$ cat src/rtl/prog_loader_pkg.sv
// Shared types and constants for the boot-stage program loader.
// The state enum lists CSUM in every build; it is only reachable when LOADER_CHECKSUM_EN is defined.
package prog_loader_pkg;

    localparam int          LEN_BYTES         = 4;
    localparam int          DEFAULT_MAX_WORDS = 16384;
    localparam logic [31:0] DEFAULT_BASE_ADDR = 32'h0000_0000;

    typedef enum logic [2:0] {
        HDR,
        DATA,
        CSUM,
        DONE,
        ERR
    } state_t;

    // Byte address of word idx; wraps modulo 2^32 like the core's address space.
    function automatic logic [31:0] word_addr(input logic [31:0] base, input logic [31:0] idx);
        return base + (idx << 2);
    endfunction

endpackage

$ cat src/rtl/prog_loader_if.sv
// Byte-stream valid/ready link feeding the loader (for example from a UART receiver).
interface prog_loader_if;

    logic       in_valid;
    logic [7:0] in_data;
    logic       in_ready;

    modport master (output in_valid, output in_data, input in_ready);
    modport slave  (input in_valid, input in_data, output in_ready);

endinterface

$ cat src/rtl/prog_loader_byte_assembler.sv
// Collects accepted stream bytes into little-endian 32-bit words.
// word/word_valid are presented in the same cycle as the 4th byte handshake.
module prog_loader_byte_assembler
    import prog_loader_pkg::*;
(
    input  logic        clk,
    input  logic        reset,
    input  logic        clear,
    input  logic        accept,
    input  logic [7:0]  byte_in,
    output logic        word_valid,
    output logic [31:0] word
);

    localparam int CNT_W = $clog2(LEN_BYTES);

    logic [CNT_W-1:0] byte_cnt;
    // Only the three earlier bytes are stored; the 4th is taken straight from the stream.
    logic [23:0]      shreg;

    always_ff @(posedge clk or negedge reset) begin
        if (!reset) begin
            byte_cnt <= '0;
            shreg    <= '0;
        end else if (clear) begin
            byte_cnt <= '0;
            shreg    <= '0;
        end else if (accept) begin
            byte_cnt <= byte_cnt + CNT_W'(1);
            shreg    <= {byte_in, shreg[23:8]};
        end
    end

    assign word_valid = accept && (byte_cnt == CNT_W'(LEN_BYTES - 1));
    assign word       = {byte_in, shreg};

endmodule

$ cat src/rtl/prog_loader.sv
// Boot loader: length header + payload words from a byte stream into the core ROM, core held in reset until done.
// Optional trailer checksum via macro LOADER_CHECKSUM_EN.
//
// state | meaning
// HDR   | collecting the 4-byte little-endian length (words)
// DATA  | collecting payload words, one ROM write per word
// CSUM  | waiting for the XOR trailer byte (LOADER_CHECKSUM_EN only)
// DONE  | image loaded, core released from reset
// ERR   | load aborted, core kept in reset
module prog_loader
    import prog_loader_pkg::*;
#(
    parameter logic [31:0] BASE_ADDR = DEFAULT_BASE_ADDR,
    parameter int          MAX_WORDS = DEFAULT_MAX_WORDS
) (
    input  logic              clk,
    input  logic              reset,
    prog_loader_if.slave      strm,
    input  logic              start,
    output logic              rom_wen,
    output logic [31:0]       rom_addr,
    output logic [31:0]       rom_wdata,
    output logic              core_reset,
    output logic              done,
    output logic              err
);

    localparam int IDX_W = $clog2(MAX_WORDS + 1);

`ifdef LOADER_CHECKSUM_EN
    localparam state_t PAYLOAD_END = CSUM;
`else
    localparam state_t PAYLOAD_END = DONE;
`endif

    state_t             state;
    state_t             next_state;
    logic               rearm;
    logic               accept;
    logic               asm_accept;
    logic               word_valid;
    logic [31:0]        word;
    logic               wr_word;
    logic               hdr_word;
    logic               last_word;

    logic               in_ready_q;
    logic               rom_wen_q;
    logic [31:0]        rom_addr_q;
    logic [31:0]        rom_wdata_q;
    logic               core_reset_q;
    logic               done_q;
    logic               err_q;
    logic [IDX_W-1:0]   idx_q;
    logic [IDX_W-1:0]   len_q;

    // in_ready is only ever high in HDR/DATA/CSUM, so accept needs no extra state qualification.
    assign accept     = strm.in_valid && in_ready_q;
    assign asm_accept = accept && ((state == HDR) || (state == DATA));
    assign hdr_word   = (state == HDR) && word_valid;
    assign wr_word    = (state == DATA) && word_valid;
    assign last_word  = ((idx_q + IDX_W'(1)) == len_q);

    prog_loader_byte_assembler u_byte_assembler (
        .clk        (clk),
        .reset      (reset),
        .clear      (rearm),
        .accept     (asm_accept),
        .byte_in    (strm.in_data),
        .word_valid (word_valid),
        .word       (word)
    );

`ifdef LOADER_CHECKSUM_EN
    logic [7:0] csum_q;

    always_ff @(posedge clk or negedge reset) begin
        if (!reset) begin
            csum_q <= '0;
        end else if (rearm) begin
            csum_q <= '0;
        end else if ((state == DATA) && accept) begin
            csum_q <= csum_q ^ strm.in_data;
        end
    end
`endif

    always_ff @(posedge clk or negedge reset) begin
        if (!reset) begin
            state <= HDR;
        end else begin
            state <= next_state;
        end
    end

    always_comb begin
        next_state = state;
        rearm      = 1'b0;
        case (state)
            HDR: begin
                if (word_valid) begin
                    if (word > 32'(MAX_WORDS)) begin
                        next_state = ERR;
                    end else if (word == 32'd0) begin
                        next_state = PAYLOAD_END;
                    end else begin
                        next_state = DATA;
                    end
                end
            end
            DATA: begin
                if (word_valid && last_word) begin
                    next_state = PAYLOAD_END;
                end
            end
            CSUM: begin
`ifdef LOADER_CHECKSUM_EN
                if (accept) begin
                    next_state = (strm.in_data == csum_q) ? DONE : ERR;
                end
`else
                next_state = ERR;
`endif
            end
            DONE, ERR: begin
                if (start) begin
                    next_state = HDR;
                    rearm      = 1'b1;
                end
            end
            default: next_state = HDR;
        endcase
    end

    // Status outputs follow the state register one cycle later, except that a
    // re-arming start drops done/err and re-asserts core_reset immediately.
    always_ff @(posedge clk or negedge reset) begin
        if (!reset) begin
            in_ready_q   <= 1'b0;
            rom_wen_q    <= 1'b0;
            rom_addr_q   <= '0;
            rom_wdata_q  <= '0;
            core_reset_q <= 1'b1;
            done_q       <= 1'b0;
            err_q        <= 1'b0;
            idx_q        <= '0;
            len_q        <= '0;
        end else begin
            in_ready_q   <= (next_state == HDR) || (next_state == DATA) || (next_state == CSUM);
            rom_wen_q    <= wr_word;
            done_q       <= (state == DONE) && !rearm;
            err_q        <= (state == ERR) && !rearm;
            core_reset_q <= !((state == DONE) && !rearm);
            if (wr_word) begin
                rom_addr_q  <= word_addr(BASE_ADDR, 32'(idx_q));
                rom_wdata_q <= word;
            end
            if (rearm) begin
                idx_q <= '0;
            end else if (wr_word) begin
                idx_q <= idx_q + IDX_W'(1);
            end
            if (hdr_word) begin
                len_q <= word[IDX_W-1:0];
            end
        end
    end

    assign strm.in_ready = in_ready_q;
    assign rom_wen       = rom_wen_q;
    assign rom_addr      = rom_addr_q;
    assign rom_wdata     = rom_wdata_q;
    assign core_reset    = core_reset_q;
    assign done          = done_q;
    assign err           = err_q;

endmodule

$ cat src/flat_wrapper.sv
// flat-port wrapper written by rule: the top's interface ports become plain ports
module prog_loader_flat import prog_loader_pkg::*;
#(
    parameter logic [31:0] BASE_ADDR = DEFAULT_BASE_ADDR,
    parameter int          MAX_WORDS = DEFAULT_MAX_WORDS
)
  (clk, reset, start, rom_wen, rom_addr, rom_wdata, core_reset, done, err, strm_in_valid, strm_in_data, strm_in_ready);
  prog_loader_if strm_i ();
  input  logic clk;
  input  logic reset;
  input  logic start;
  output logic rom_wen;
  output logic [31:0] rom_addr;
  output logic [31:0] rom_wdata;
  output logic core_reset;
  output logic done;
  output logic err;
  input wire logic [$bits(strm_i.in_valid)-1:0] strm_in_valid;
  input wire logic [$bits(strm_i.in_data)-1:0] strm_in_data;
  output wire logic [$bits(strm_i.in_ready)-1:0] strm_in_ready;
  assign strm_i.in_valid = strm_in_valid;
  assign strm_i.in_data = strm_in_data;
  assign strm_in_ready = strm_i.in_ready;
  prog_loader #(.BASE_ADDR(BASE_ADDR), .MAX_WORDS(MAX_WORDS)) u_core (.clk(clk), .reset(reset), .strm(strm_i), .start(start), .rom_wen(rom_wen), .rom_addr(rom_addr), .rom_wdata(rom_wdata), .core_reset(core_reset), .done(done), .err(err));
endmodule
$ cat config.mk
export PLATFORM = sky130hd
export DESIGN_NAME = prog_loader_flat
export DESIGN_NICKNAME = d
export VERILOG_FILES = /design/src/rtl/prog_loader_pkg.sv /design/src/rtl/prog_loader_if.sv /design/src/rtl/prog_loader_byte_assembler.sv /design/src/rtl/prog_loader.sv /design/src/flat_wrapper.sv
export SDC_FILE = /design/constraint.sdc
export NUM_CORES = 1
export LEC_CHECK = 0
export CORE_UTILIZATION = 54
export DETAILED_ROUTE_END_ITERATION = 12
export GPL_TIMING_DRIVEN = 0
export PLACE_DENSITY = 0.82
export SLEW_MARGIN = 20
export SYNTH_ARGS = -nofsm -noshare
export SYNTH_HDL_FRONTEND = slang
export SYNTH_SLANG_ARGS = --single-unit
$ cat constraint.sdc
create_clock -name clk -period 2.94 [get_ports clk]
set_input_delay 0.441 -clock clk [delete_from_list [all_inputs] [get_ports clk]]
set_output_delay 0.441 -clock clk [all_outputs]
set_load 0.05 [all_outputs]
==> results of run 1 <==
==> through the flow <==
step | cells | area (um2) | TNS (ns) | hold slack (ns)
finish | 763 | 6160 | 0 | 0.481
global route | 763 | 6160 | 0 | 0.515
CTS | 763 | 6160 | 0 | 0.488
detailed placement | 746 | 5940 | 0 | 0.372
global placement | 745 | 5910 | -288.25 | 0.458
floorplan | 571 | 5140 | 0 | 0.145
==> worst register-to-register path: cells and delay by family (launching register included) <==
| kind | cells | cell delay [ns] |
|---|---|---|
| mux | 1 | 0.24 |
| simple gates | 5 | 1.44 |
| flops | 1 | 0.52 |
| fa+ha+maj | 1 | 0.31 |
==> final cells by class <==
cell class	count	area (um2)
clock buffer	9	124
clock inverter	7	81.3
buffer	45	239
tap	111	139
sequential	111	2780
timing repair buffer	65	669
inverter	3	11.3
fill	779	3040
multi-input combinational	412	2120
==> power by group <==
part | switching, mW | internal [mW] | leakage, nW
sequential | 0.323 | 1.78 | 1.50
combinational | 0.538 | 0.434 | 1.36
clock | 0.551 | 0.406 | 0.0993
total | 1.41 | 2.62 | 2.95
==> flip-flops by register name, indices dropped and copies added, names as in the netlist <==
name,count
u_core.rom_addr,15
u_core.u_byte_assembler.shreg,24
u_core.idx_q,15
u_core.u_byte_assembler.byte_cnt,2
u_core.done,1
u_core.len_q,15
u_core.strm.in_ready,1
u_core.core_reset,1
u_core.rom_wen,1
u_core.err,1
u_core.rom_wdata,32
u_core.state,3
==> cell families (layout without fill, tap and decap cells) <==
group	Yosys count	in the layout	synth area share, %
and+or+nand+nor	282	282	24.0
muxes	18	18	3.91
other	1	17	0.0737
adders and majority gates	2	2	0.492
AOI/OAI and AO/OA	71	71	8.19
DFF	111	111	54.7
xor gates and xnor gates	22	22	3.79
buffers and inverters	48	129	4.92
==> synth_stat cells (2+ instances only) <==
| master | count |
|---|---|
| o31ai_1 | 4 |
| ha_1 | 2 |
| nand2b_1 | 3 |
| or2_2 | 2 |
| nand3_1 | 11 |
| o311ai_0 | 2 |
| inv_1 | 3 |
| and3_1 | 3 |
| nor2b_1 | 5 |
| xor2_1 | 7 |
| nand2_1 | 204 |
| o21ai_0 | 24 |
| buf_2 | 5 |
| nand3b_1 | 2 |
| buf_4 | 17 |
| mux2_2 | 15 |
| nor3_1 | 5 |
| mux2i_1 | 3 |
| and4_1 | 2 |
| and2_1 | 3 |
| nand4_1 | 4 |
| nor4_1 | 8 |
| dfrtp_1 | 110 |
| clkbuf_1 | 17 |
| buf_1 | 6 |
| a21oi_1 | 28 |
| a31oi_1 | 2 |
| nor2_1 | 22 |
| xnor2_1 | 15 |
| nor4_2 | 3 |
| o2111ai_1 | 3 |
==> routing by layer <==
layer  track usage [%]  wire length [um]  vias to the layer above  part of all wire [%]
met5                 0                 0                        -                     0
met4              9.30               169                        0                   1.5
met3              2.98               509                       15                   4.4
met2              43.1              5720                      113                    49
met1              34.0              5220                     2002                    45
li1                  -                 -                     2002                     -
==> what timing repair did <==
action                                  CTS  global route
hold endpoints to repair                 36             0
hold buffers                              1             0
endpoints found under the setup margin    0             0
==> how the worst min path moves through the flow <==
stage,cells after the start,startpoint,end
floorplan,0,reset,u_core.done$_DFF_PN0_
global placement,2,u_core.rom_addr[7]$_DFFE_PN0P_,u_core.rom_addr[7]$_DFFE_PN0P_
detailed placement,1,reset,u_core.rom_addr[4]$_DFFE_PN0P_
CTS,2,u_core.rom_addr[10]$_DFFE_PN0P_,u_core.rom_addr[10]$_DFFE_PN0P_
global route,2,u_core.rom_addr[9]$_DFFE_PN0P_,u_core.rom_addr[9]$_DFFE_PN0P_
finish,2,u_core.rom_addr[10]$_DFFE_PN0P_,u_core.rom_addr[10]$_DFFE_PN0P_
==> flow_summary.ini, run 1 <==
[run_status]
status = complete, no violations

[clocking]
resized_gates_after_cts = 0
root_buffer = clkbuf_8
tritoncts_num_sinks = 111
cts_h_tree_depth = 3
max-clock-path-buffers = 2
clk_pin_slew_ns = 0.11
clk_latency_ns = 0.38
postCtsSetupRepairBufs = 0
cts_inserted_buffers = 9
cts_tree = built

[die]
floorplan.io_pins = 81
die_area_um2 = 9810
fp.dieW_um = 99.0
dieHeight_um = 99.0
coreArea_um2 = 9200
core.rowCount = 35
initial_core_util_pct = 55.3

[yosys]
most_area_consuming_cells_after_synthesis = dfrtp_1, nand2_1, mux2_2
synthesis.area_per_instance_um2 = 9.16
synth_area_leader_cell = dfrtp_1
synth_edf_count = 0
synth-seq-area-share_pct = 54.7
synth_top_flop_cell = dfrtp_1
count_of_state_elements_after_synthesis = 111
mappedNetlistArea_um2 = 5080
yosysUniqueCellTypes = 46
postSynthCellCount = 555
ys_warn_count = 0
ys_async_sr_fraction_pct = 100
post_synth_top_area_share_pct = 54.1

[global_route]
grt_pass1_wl_mm = 19.5
grt_antenna_before_repair = 0
grt_max_degree = 75
grt_overflow_total = 0
grt_use_total_pct = 25.5
first_global_vias = 4037

[route]
num_vias = 4132
detail_route.first_pass.iterations = 5
avgViaCountPerCell = 5.42
wirelength_mm = 11.6
final_antenna_net_count = 0
drt_drc_violations_left = 0
wire_per_inst_um = 15.2
drt_iter0_markers = 240

[flow_run]
maxCapViolations = 0

[setup_path]
critical_path.slowest_cell = dfrtp_1
arrival_ns = 2.87
setup.reg_to_reg.worst_slack_ns = 0.33
origin_of_the_critical_flop_to_flop_path = u_core.idx_q[0]$_DFFE_PN0P_
r2r_end = u_core.strm.in_ready$_DFF_PN0_
worstPathCellList = ha_1 > nand3_1 > nor4_2 > mux2i_1 > nand4b_1 > nor4_2 > nor4_1
crit_family = simple AND/OR/NAND/NOR gates
crit_end = u_core.strm.in_ready$_DFF_PN0_
cp_slowest_stage_delay_ns = 0.52
worst-path-max-fanout = 8
worst-setup-path-type = register to register
required_ns = 3.20
timing.reg2reg.worst_path_depth = 7
critical_path_s_most_frequent_cell = nor4_2
critical_path_buf_inv_count = 0
critPathLaunch = u_core.idx_q[0]$_DFFE_PN0P_
startpoint_kind_of_the_worst_setup_timing_path = register
end_kind = register
cp_num_cells = 7

[sta]
final.setup_skew_ns = 0.00726
maxSlewHeadroom_pct = 52.1
min_period_ns = 2.61
clock.fmax_ghz = 0.383
setup_repair_after_global_routing_missed_its_margin = no
layout_setup_ws_ns = 0.329
hold_viol = 0
final-max-slew-violation-count = 0
finalSetupViolCount = 0
worst_pin_slew_ns = 0.718
post-route-period-util_pct = 88.8

[place]
buffer_ports.inserted = 63
routability_congestion = 0.919
place.detailed.hpwl_mm = 8.38
post-place-ws_ns = 0.304

[power]
pwr_density_cell_nw_per_um2 = 656
p_leak_nw = 2.95
power.ir.vdd_worst_v = 0.000329
post_route_total_power_mw = 4.04

[final_layout]
num_antenna_cells = 0
final_common_cell = nand2_1
nets = 661
fraction_of_layout_cells_with_a_size_suffix_above_1_pct = 9.51
areaGrowthSynthToFinish_pct = 21.1
most-common-layout-cells = nand2_1, dfrtp_1, clkdlybuf4s50_1, a21oi_1, o21ai_0
postLayoutCoreUtil_pct = 67.0

[worst_hold_path]
hold_path.class = register to register
No activity file was read; power rests on OpenSTA's default activity.
==> run 2, diff against run 1 <==
GPL_TIMING_DRIVEN = not set   (was 0)
==> run 2 against run 1 <==
Net effect: clock-buffer cell count stayed put; die area is the same; utilization fell by 1.9 points; via count fell by 2.1%; clock power shrank 4.2%; cell count shrank 5.0%; combinational power fell by 2%; sequential cell count unchanged; wire length down 2.0%; sequential share of layout area grew 1.4 points; power down 1.7%; register-to-register slack better by 0.11 ns; critical path type unchanged; critical endpoint is now u_core.state[1]$_DFF_PN0_.
==> flow_summary.ini, run 2 (synthesis gave the netlist of run 1 again) <==
[setup_path]
required_ns = 3.26
worst-path-max-fanout = 8
end_kind = register
arrival_ns = 2.82
startpoint_kind_of_the_worst_setup_timing_path = register
worst-setup-path-type = register to register

[route]
wirelength_mm = 11.4
drt_drc_violations_left = 0
avgViaCountPerCell = 5.58
final_antenna_net_count = 0
detail_route.first_pass.iterations = 4
drt_iter0_markers = 218
num_vias = 4045
wire_per_inst_um = 15.7

[sta]
post-route-period-util_pct = 85.1
worst_pin_slew_ns = 0.972
hold_viol = 0
finalSetupViolCount = 0
setup-tns-final_ns = 0
setup_repair_after_global_routing_missed_its_margin = no
min_period_ns = 2.50
layout_setup_ws_ns = 0.438
maxSlewHeadroom_pct = 35.0
clock.fmax_ghz = 0.400
final.setup_skew_ns = 0.00847
final-max-slew-violation-count = 0

[power]
pwr_density_cell_nw_per_um2 = 664
power.ir.vdd_worst_v = 0.000395
p_leak_nw = 2.85

[place]
post-place-ws_ns = 0.383
routability_congestion = 0.881
place.detailed.hpwl_mm = 7.73
buffer_ports.inserted = 63

[clocking]
clk_latency_ns = 0.38
cts_tree = built
cts.hold.buffers_added = 0
resized_gates_after_cts = 0
root_buffer = clkbuf_8
cts_h_tree_depth = 3
clk_pin_slew_ns = 0.11
max-clock-path-buffers = 2
cts_inserted_buffers = 9
tritoncts_num_sinks = 111
postCtsSetupRepairBufs = 0

[die]
coreArea_um2 = 9200
initial_core_util_pct = 55.3
core.rowCount = 35
die_area_um2 = 9810
dieHeight_um = 99.0
fp.dieW_um = 99.0
floorplan.io_pins = 81

[flow_run]
maxCapViolations = 0

[global_route]
grt_antenna_before_repair = 0
grt_use_total_pct = 25.0
grt_use_met3_pct = 4.54
grt_max_degree = 68
groute.layer.met2.usage_pct = 40.8
grt_pass1_wl_mm = 19.1
grt_busiest_layer = met2
grtUsageMet1_pct = 33.8
grt_overflow_total = 0
first_global_vias = 3835

[final_layout]
nets = 623
final_common_cell = nand2_1
fraction_of_layout_cells_with_a_size_suffix_above_1_pct = 8.14
largest_register_ffs = 32
areaGrowthSynthToFinish_pct = 17.6
num_antenna_cells = 0
most-common-layout-cells = nand2_1, dfrtp_1, clkdlybuf4s50_1, a21oi_1, o21ai_0

[worst_hold_path]
hold_path.class = input port to asynchronous set/reset pin

[run_status]
status = complete, no violations
-- run 2: cell count changes in the layout (fill, tap and decap cells not counted), moves of 2 or more --
cell / change
clkbuf_1: -17
buf_2: -5
clkinv_8: +2
buf_4: -8
buf_1: -6
-- run 2: worst paths after layout --
check | slack [ns] | cells past startpoint | start | end
min | 0.05 | 1 | reset | u_core.err$_DFF_PN0_
max in group asynchronous | 2.16 | 2 | reset | u_core.core_reset$_DFF_PN1_
min reg2reg | 0.49 | 2 | u_core.rom_addr[7]$_DFFE_PN0P_ | u_core.rom_addr[7]$_DFFE_PN0P_
max | 0.44 | 7 | u_core.idx_q[0]$_DFFE_PN0P_ | u_core.state[1]$_DFF_PN0_
min in group clk | 0.49 | 2 | u_core.rom_addr[7]$_DFFE_PN0P_ | u_core.rom_addr[7]$_DFFE_PN0P_
max reg2reg | 0.44 | 7 | u_core.idx_q[0]$_DFFE_PN0P_ | u_core.state[1]$_DFF_PN0_
-- run 2: cell type report --
type | count | area, um2
Multi-Input combinational cell | 412 | 2140
Clock inverter | 7 | 82.6
Timing Repair Buffer | 72 | 708
Tap cell | 111 | 139
Fill cell | 741 | 3220
Inverter | 3 | 11.3
Sequential cell | 111 | 2780
Clock buffer | 9 | 124
-- run 2: worst max-delay path: stages, from the launching register on --
cell      delay [ns]
dfrtp_1         0.52
ha_1            0.31
nand3_1         0.28
nor4_2          0.47
mux2i_1         0.24
nand4b_1        0.13
nor4_2          0.33
or3_1           0.16
-- run 2: routing by layer --
| layer | share of wire [%] | wire [um] |
|---|---|---|
| met4 | 1.9 | 215 |
| met5 | 0 | 0 |
| met1 | 44 | 5060 |
| met3 | 4.6 | 520 |
| met2 | 49 | 5600 |
-- run 2: stage by stage --
step | cell area (um2) | hold slack, ns | power [mW] | utilization (%) | std cells
detailed placement | 5770 | 0.462 | 3.06 | 62.8 | 709
global route | 5980 | 0.0832 | 4.18 | 65.0 | 725
floorplan | 5140 | 0.145 | 2.75 | - | 571
CTS | 5980 | 0.0646 | 3.99 | 65.0 | 725
global placement | 5770 | 0.458 | 3.02 | 62.8 | 709
finish | 5980 | 0.0456 | 3.97 | 65.0 | 725
-- run 2: power by group --
part,switching (mW),total (mW),leakage (nW),internal (mW)
Sequential,0.311,2.10,1.50,1.78
Combinational,0.529,0.956,1.25,0.427
Clock,0.575,0.917,0.101,0.342
